===== src/rtl/fsm_4s1i1o_steer_driver.sv =====
// Drives the 4-state Mealy FSM's in_ bit along a shortest path to a requested
// target state, tracking the FSM state and the expected Mealy output per bit.
module fsm_4s1i1o_steer_driver #(
   parameter logic [1:0] INIT_STATE = 2'd0
) (
   input  logic       clk,
   input  logic       reset_n,
   input  logic       req_val,
   output logic       req_rdy,
   input  logic [1:0] req_target,
   output logic       in_val,
   input  logic       in_rdy,
   output logic       in_,
   output logic       out_exp,
   output logic [1:0] cur_state,
   output logic       done,
   output logic [1:0] steps
);

   typedef enum logic [1:0] {S_IDLE = 2'd0, S_STEER = 2'd1, S_DONE = 2'd2} ctl_e;

   ctl_e       ctl_q, ctl_d;
   logic [1:0] cur_q, cur_d;
   logic [1:0] tgt_q, tgt_d;
   logic [1:0] cnt_q, cnt_d;
   logic [1:0] steps_q, steps_d;
   logic       bit_c;
   logic [1:0] nxt_c;

   // First bit of the shortest path; ties resolve to 0.
   function automatic logic first_bit(input logic [1:0] cur, input logic [1:0] tgt);
      case ({cur, tgt})
         4'b00_01, 4'b00_10, 4'b00_11: first_bit = 1'b1;
         4'b10_11:                     first_bit = 1'b1;
         4'b11_01:                     first_bit = 1'b1;
         default:                      first_bit = 1'b0;
      endcase
   endfunction

   function automatic logic [1:0] fsm_next(input logic [1:0] cur, input logic b);
      case (cur)
         2'd0:    fsm_next = b ? 2'd1 : 2'd0;
         2'd1:    fsm_next = b ? 2'd1 : 2'd2;
         2'd2:    fsm_next = b ? 2'd3 : 2'd0;
         default: fsm_next = b ? 2'd1 : 2'd2;
      endcase
   endfunction

   function automatic logic fsm_out(input logic [1:0] cur, input logic b);
      case (cur)
         2'd0:    fsm_out = b;
         2'd1:    fsm_out = ~b;
         2'd2:    fsm_out = b;
         default: fsm_out = 1'b0;
      endcase
   endfunction

   always_comb begin
      ctl_d   = ctl_q;
      cur_d   = cur_q;
      tgt_d   = tgt_q;
      cnt_d   = cnt_q;
      steps_d = steps_q;
      req_rdy = 1'b0;
      in_val  = 1'b0;
      in_     = 1'b0;
      out_exp = 1'b0;
      done    = 1'b0;
      bit_c   = first_bit(cur_q, tgt_q);
      nxt_c   = fsm_next(cur_q, bit_c);
      case (ctl_q)
         S_IDLE: begin
            // Not ready while reset is held, even though the state is IDLE.
            req_rdy = reset_n;
            if (req_val && reset_n) begin
               tgt_d = req_target;
               cnt_d = 2'd0;
               if (req_target == cur_q) begin
                  ctl_d   = S_DONE;
                  steps_d = 2'd0;
               end else begin
                  ctl_d = S_STEER;
               end
            end
         end
         S_STEER: begin
            in_val  = 1'b1;
            in_     = bit_c;
            out_exp = fsm_out(cur_q, bit_c);
            if (in_rdy) begin
               cur_d = nxt_c;
               cnt_d = cnt_q + 2'd1;
               // steps is loaded on entry to DONE so it is valid alongside the pulse.
               if (nxt_c == tgt_q) begin
                  ctl_d   = S_DONE;
                  steps_d = cnt_q + 2'd1;
               end
            end
         end
         S_DONE: begin
            done  = 1'b1;
            ctl_d = S_IDLE;
         end
         default: ctl_d = S_IDLE;
      endcase
   end

   always_ff @(posedge clk or negedge reset_n) begin
      if (!reset_n) begin
         ctl_q   <= S_IDLE;
         cur_q   <= INIT_STATE;
         tgt_q   <= 2'd0;
         cnt_q   <= 2'd0;
         steps_q <= 2'd0;
      end else begin
         ctl_q   <= ctl_d;
         cur_q   <= cur_d;
         tgt_q   <= tgt_d;
         cnt_q   <= cnt_d;
         steps_q <= steps_d;
      end
   end

   assign cur_state = cur_q;
   assign steps     = steps_q;

endmodule


===== config.mk =====
export PLATFORM = sky130hd
export DESIGN_NAME = fsm_4s1i1o_steer_driver
export DESIGN_NICKNAME = d
export VERILOG_FILES = /design/src/rtl/fsm_4s1i1o_steer_driver.sv
export SDC_FILE = /design/constraint.sdc
export NUM_CORES = 1
export LEC_CHECK = 0
export CAP_MARGIN = 15
export CORE_MARGIN = 1
export CORE_UTILIZATION = 40
export DETAILED_ROUTE_END_ITERATION = 10
export GPL_TIMING_DRIVEN = 0
export PLACE_DENSITY = 0.68
export SLEW_MARGIN = 10
export SYNTH_ARGS = -nofsm -noshare
export SYNTH_HDL_FRONTEND = slang
export SYNTH_SLANG_ARGS = --single-unit

===== constraint.sdc =====
create_clock -name clk -period 1.55 [get_ports clk]
set_input_delay 0.155 -clock clk [delete_from_list [all_inputs] [get_ports clk]]
set_output_delay 0.155 -clock clk [all_outputs]
set_load 0.01 [all_outputs]

==> key figures <==
Outcome
  – Outcome: finished, final reports clean

Timing
  – Fin worst setup slack: 0.0434 ns
  – Peak Freq: 0.664 GHz
  – Clk_skew: 0.00599 ns
  – Relative slew slack: 70.3%
  – Worst Tran Pin Value: 0.444 ns
  – Setup TNS: 0 ns
  – RSZ-0062 raised after global routing: yes
  – Fin. max-slew vios: 0
  – Final hold violations: 0
  – Worst Hold Slack: 0.475 ns
  – Final setup fails: 0
  – Post-layout min period: 1.51 ns
  – Final Cycle Share: 97.2%

Detailed routing
  – DRC: 0
  – Vias per inst: 5.37
  – Starting DRT DRC Count: 9
  – DRT Wirelength: 1210 µm
  – Via Count: 521
  – Pre-antenna DRT Iters: 3
  – Wire per inst: 12.4 µm
  – Detail Route Antenna Nets: 0

Finish
  – Register area: 251 µm²
  – Fraction of layout cells with a size suffix above 1: 22.0%
  – Area Overhead vs Synth: 44.2%
  – Final Cell Area: 821 µm²
  – Layout net count: 90
  – Antenna diodes: 0
  – Post-layout util: 62.3%
  – FILL cells: 118
  – Layout Cells excl Fill: 97
  – Multi-input logic area: 325 µm²

Synth
  – Sequential element share of the synthesized area: 44.0%
  – Mapped Area: 569 µm²
  – Register bit total from synthesis: 10
  – Synth Instances: 62
  – Synthesized Nets: 68
  – Syn avg cell area: 9.18 µm²
  – Library cells used by synthesis: 28
  – Top_reg_cell synth: dfrtp_1
  – Number of flops mapped to enable cells by yosys: 0
  – FFs w/ async S/R, synth: 100%
  – Yosys warning count: 0

GRT
  – Grt ovf: 0
  – First-pass GRT wire length: 1840 µm
  – Vias in the first global route: 433
  – Largest net degree at the start of global routing: 11
  – Tot GR Track Use: 18.0%
  – Initial antenna violation count: 0

Power and ir drop
  – Leak Pwr: 0.376 nW
  – Max VDD drop: 899 µV
  – Pwr/cell area: 1960 mW/mm²
  – Post-layout power: 1.61 mW

Critical path
  – CP required: 1.39 ns
  – Largest fanout on the critical path: 5
  – Arrival @ worst endpoint: 1.35 ns
  – Reg-to-reg slack, setup: 0.09 ns
  – Critical Path Source Type: register
  – Critical path class: register to output pin
  – CP Capture Type: output pin

Clock tree
  – Clock buffer count from CTS: 3
  – CTS clk-pin slew, worst paths: 0.06 ns
  – Htree depth: 1
  – CTS tree: built
  – Clk buf depth: 2
  – Clock latency at the later pin of the worst-skew pair: 0.26 ns
  – Total clock sinks: 10
  – Root Buffer: clkbuf_4

Placement
  – HPWL after DPL: 839 µm
  – Port Buf Inserts: 14
  – Placed cells: 91
  – Area after DPL: 728 µm²
  – Placement Setup Slack: -0.460 ns
  – GPL Wtd Cong: 0.792

Die
  – Row count: 13
  – Die area: 0.00158 mm²
  – Core area: 0.00132 mm²
  – Die Wd: 39.7 µm
  – Initial Utilization: 43.2%
  – # IOs: 15
  – Vert. Die Dim: 39.7 µm

Min path
  – Hold Path Class: input pin to asynchronous set/reset pin

Job
  – Max Cap Viol: 0
==> worst max-delay path, stage by stage, from the launching register on <==
cell and delay [ns]:
dfrtp_1 0.39, buf_6 0.13, nand3b_1 0.22, a211oi_2 0.21, buf_2 0.16
==> timing repair <==
action                                  in CTS  in global routing
gates cloned                                 0                  0
hold buffers                                 1                  0
endpoints found under the setup margin       9                  5
hold endpoints to repair                    10                  0
setup buffers                                3                  0
resized for setup                           15                  7
pin swaps                                    0                  2
==> cells in the final DEF, fill, tap and decap left out, types with 2 or more instances in the layout <==
cell type        n
dfrtp_1          9
clkdlybuf4s50_1  7
nand2_1          5
a21oi_1          4
o21ai_1          4
inv_1            3
o21ai_0          3
nor2_1           3
nand3b_1         3
clkbuf_4         3
dlygate4sd2_1    3
nor2b_1          2
buf_6            2
and3_1           2
xor2_1           2
o2bb2ai_1        2
nand3_1          2
dlymetal6s2s_1   2
buf_4            2
==> cell usage after synthesis, drive strengths merged (2+ instances only) <==
cell	instances	share of area, %
a21oi	4	3.5
and3	2	2.2
dfrtp	10	44
inv	4	2.6
nand2	5	3.3
nand3	2	1.8
nand3b	3	4.0
nor2	4	2.6
nor2b	2	2.2
o21ai	8	7.0
o2bb2ai	2	3.1
xor2	2	3.1
==> flip-flops by register name, indices dropped and copies added (netlist names) <==
signal / cells
ctl_q: 2
cnt_q: 2
tgt_q: 2
cur_state: 2
steps: 2
==> worst paths after layout <==
| check | start | end | cells past startpoint |
|---|---|---|---|
| min reg2reg | steps[0] | steps[0] | 1 |
| min | reset_n | ctl_q[1] | 2 |
| max | tgt_q[1] | in_ | 4 |
| max reg2reg | tgt_q[1] | steps[0] | 5 |
| min in group clk | reset_n | cnt_q[1] | 4 |
| max in group asynchronous | reset_n | cur_state[0] | 2 |
==> final cells by class <==
type,instances,area share [%]
multi-input cells,46,39.6
flip-flops and latches,10,30.6
repair buffers,18,21.2
clock buffers,3,2.74
well taps,15,2.29
inverters,4,2.13
plain buffers,1,1.37
==> routing by layer <==
| layer | track usage, % | part of all wire [%] |
|---|---|---|
| met3 | 8.52 | 5.6 |
| met5 | 0 | 0 |
| met2 | 27.5 | 48 |
| met4 | 2.59 | 0.66 |
| met1 | 23.3 | 46 |
==> cells by family (layout without fill, tap and decap cells) <==
family / Yosys count / count (layout) / share of synthesized area (%)
xor gates and xnor gates: 3 / 3 / 4.62
DFF: 10 / 10 / 44.0
and+or+nand+nor: 24 / 24 / 23.5
AOI/OAI and AO/OA: 18 / 18 / 20.7
muxes: 1 / 1 / 1.98
buffers and inverters: 6 / 26 / 5.27
==> power breakdown <==
part	switching, mW	internal (mW)
clock network	0.0780	0.0891
registers	0.116	0.378
logic	0.478	0.473
total	0.671	0.941
(Power assumes the default switching activity.)
==> RTL change, RTL diff (same flow settings) <==
The 3 values of `ctl_e` get a one-hot encoding in 3 bits.
--- a/src/rtl/fsm_4s1i1o_steer_driver.sv
+++ b/src/rtl/fsm_4s1i1o_steer_driver.sv
@@ -19,3 +19,3 @@
 
-   typedef enum logic [1:0] {S_IDLE = 2'd0, S_STEER = 2'd1, S_DONE = 2'd2} ctl_e;
+   typedef enum logic [2:0] {S_IDLE = 3'b001, S_STEER = 3'b010, S_DONE = 3'b100} ctl_e;
 
Check against the original RTL: same outputs for any inputs over 10 cycles, from zero or initial values and one cycle with reset_n low; not proved beyond that.
==> RTL change against the original RTL <==
  * The run now ends with setup timing left
  * Register-to-register slack worse by 260 ps
  * Final area is 27% higher
  * Worst setup slack worse by 210 ps
  * Die area rose by 14%
  * Synthesized area up 14%
  * Clock power increased by 20%
  * Critical path depth up 1
  * Synthesized cell count rose by 11%
  * Power decreased by 16%
  * Highest routed layer unchanged
  * Sequential cell count up 1
  * Largest cell class unchanged
  * Wire length rose by 34%
  * Sequential share of layout area shrank 4.0 points
  * Via count is 21% higher
==> RTL change: results (changes against the original RTL) <==
========================================================================================
Total CTS buffers .........................................................            3   unchanged
Overall fraction of global-route tracks in use ............................       19.78%   was 18.00%
Number of placed instances, taps included .................................           99   was 91
Crit Path Max Fanout ......................................................            3   was 5
Largest stage delay on the critical path ..................................       550 ps   was 390 ps
Final HPWL DP ............................................................. 968.3 microns   was 838.7 microns
Worst Max-Slew Pin Slew ...................................................     471.5 ps   was 443.8 ps
Clock Path Buffers ........................................................            2   unchanged
Launching element of the worst setup path .................................     ctl_q[0]   was tgt_q[1]
Final antenna diode count .................................................            0   unchanged
Clock latency of the later-clocked register in the worst-skew pair ........       270 ps
Status .................................................................... finished with violations   was finished, final reports clean
Cell variety after synth ..................................................           30   was 28
Average instance area after synthesis .....................................  9.429 sq um   was 9.182 sq um
Most flop-heavy register ..................................................        ctl_q
IR drop worst, VDD ........................................................    0.8009 mV   was 0.8988 mV
Cell types occupying the most area after synthesis ........................ dfrtp_1, nor2_1, dfstp_2   was dfrtp_1, o21ai_1, nand3b_1
Seq/Total Area, Yosys .....................................................       42.50%   was 43.96%
Master of the slowest instance on the critical path .......................      dfstp_2   was dfrtp_1
Top cells by count, synth ................................................. nor2_1, dfrtp_1, nand2_1   was dfrtp_1, nand2_1, o21ai_1
Nets ......................................................................          110   was 90
Commonest register cell after synthesis ...................................      dfrtp_1   unchanged
Clock Root Buffer .........................................................     clkbuf_4   unchanged
Path type of the worst min-delay path .....................................       in2reg   was in2async
Static Leakage ............................................................    0.4643 nW   was 0.3763 nW
Number of nets produced by synthesis ......................................           75   was 68
Total number of yosys warnings ............................................            0   unchanged
Startpoint of the tightest hold check path ................................ req_target[1]
Detailed Route Iter0 Violations ...........................................            8   was 9
Number of search-and-repair iterations in the first detailed-routing pass .            4   was 3
Via count of the first global-routing pass ................................          594   was 433
Share of flip-flops with an asynchronous set or reset .....................       100.0%   unchanged
Final worst-path setup slack ..............................................    -167.9 ps   was 43.36 ps
Fraction of final layout cells sized beyond drive strength 1 ..............       46.60%   was 21.95%
Cell family with the largest share of critical-path delay .................   flip-flops   unchanged
Cell depth of the worst hold path .........................................            3
Final weighted congestion in routability-driven placement .................       0.7566   was 0.7916
Final Hold Viols ..........................................................            0   unchanged
Drt total wl ..............................................................     1.611 mm   was 1.206 mm
Count of final setup violators ............................................            7   was 0
Arrival @ worst endpoint ..................................................      1870 ps   was 1350 ps
Via count .................................................................          633   was 521
Violations in the final reports ........................................... setup timing
Worst-path clk slew .......................................................        80 ps   was 60 ps
Placement-stage cell area .................................................  832.0 sq um   was 728.2 sq um
Pre-CTS setup slack .......................................................    -630.5 ps   was -460.2 ps
Clk_skew ..................................................................     5.762 ps   was 5.986 ps
Number of H-tree levels ...................................................            1   unchanged
Wire length of the first global-routing pass ..............................     2.615 mm   was 1.842 mm
Port bufs .................................................................           14   unchanged
Antenna violations before repair ..........................................            0   unchanged
Logic depth of the worst register-to-register path ........................            5   unchanged
Final standard cell count with taps included and fillers excluded .........          119   was 97
========================================================================================
RTL change: final timing paths:
check | to | slack (ps)
max reg2reg | steps[1] | -170
min in group asynchronous | tgt_q[0] | 530
max in group asynchronous | ctl_q[2] | 670
min reg2reg | cnt_q[1] | 510
max | steps[1] | -170
min | tgt_q[1] | 490
RTL change: layout make-up:
type                    count  area, sq um
well taps                  16        20.02
flip-flops and latches     11        279.0
inverters                   2        12.51
multi-input cells          53        404.1
clock buffers               4        26.28
fillers                   117        460.4
plain buffers               3        30.03
repair buffers             30        274.0
RTL change: kinds of logic after synthesis:
group,after synthesis,share of synthesized area [%]
AOI/OAI and AO/OA,18,20.96
muxes,3,5.192
xor gates and xnor gates,3,4.039
and+or+nand+nor,29,22.50
DFF,11,42.50
buffers and inverters,5,4.808
RTL change: routing by layer:
| layer | global-route usage [%] | part of all wire [%] | wire [microns] | up-vias |
|---|---|---|---|---|
| met3 | 5.172 | 4.3 | 70 | 2 |
| li1 | - | - | - | 307 |
| met2 | 30.46 | 50 | 812 | 17 |
| met4 | 7.500 | 0.81 | 13 | 0 |
| met5 | 0 | 0 | 0 | - |
| met1 | 26.67 | 44 | 714 | 307 |
RTL change: where the power goes:
group | switching, W | internal (W) | total [W] | leakage [nW]
Sequential | 0.0000657 | 0.000357 | 0.000422 | 0.137
Clock | 0.000102 | 0.0000996 | 0.000201 | 0.0150
Combinational | 0.000360 | 0.000367 | 0.000727 | 0.312
RTL change: worst reg2reg max path, delay by kind of cell, from the launching register on:
kind	cells	cell delay (ps)
mux	1	330
buf+inv	1	100
simple gates	1	130
flops	1	550
compound gates	2	500
RTL change: timing repair:
| action | CTS | global route |
|---|---|---|
| endpoints found under the hold margin | 10 | 0 |
| pin swaps | 1 | 2 |
| resized for setup | 32 | 12 |
| hold buffers | 2 | 0 |
| buffers inserted | 13 | 3 |
| cloned | 0 | 0 |
| setup endpoints to repair | 10 | 8 |
RTL change: per-stage QoR:
step                TNS, ps  total power (W)
floorplan                 0        0.0008563
global placement      -3590         0.001002
detailed placement    -3813         0.001012
CTS                  -451.5         0.001269
global route          -1076         0.001435
finish               -629.6         0.001351
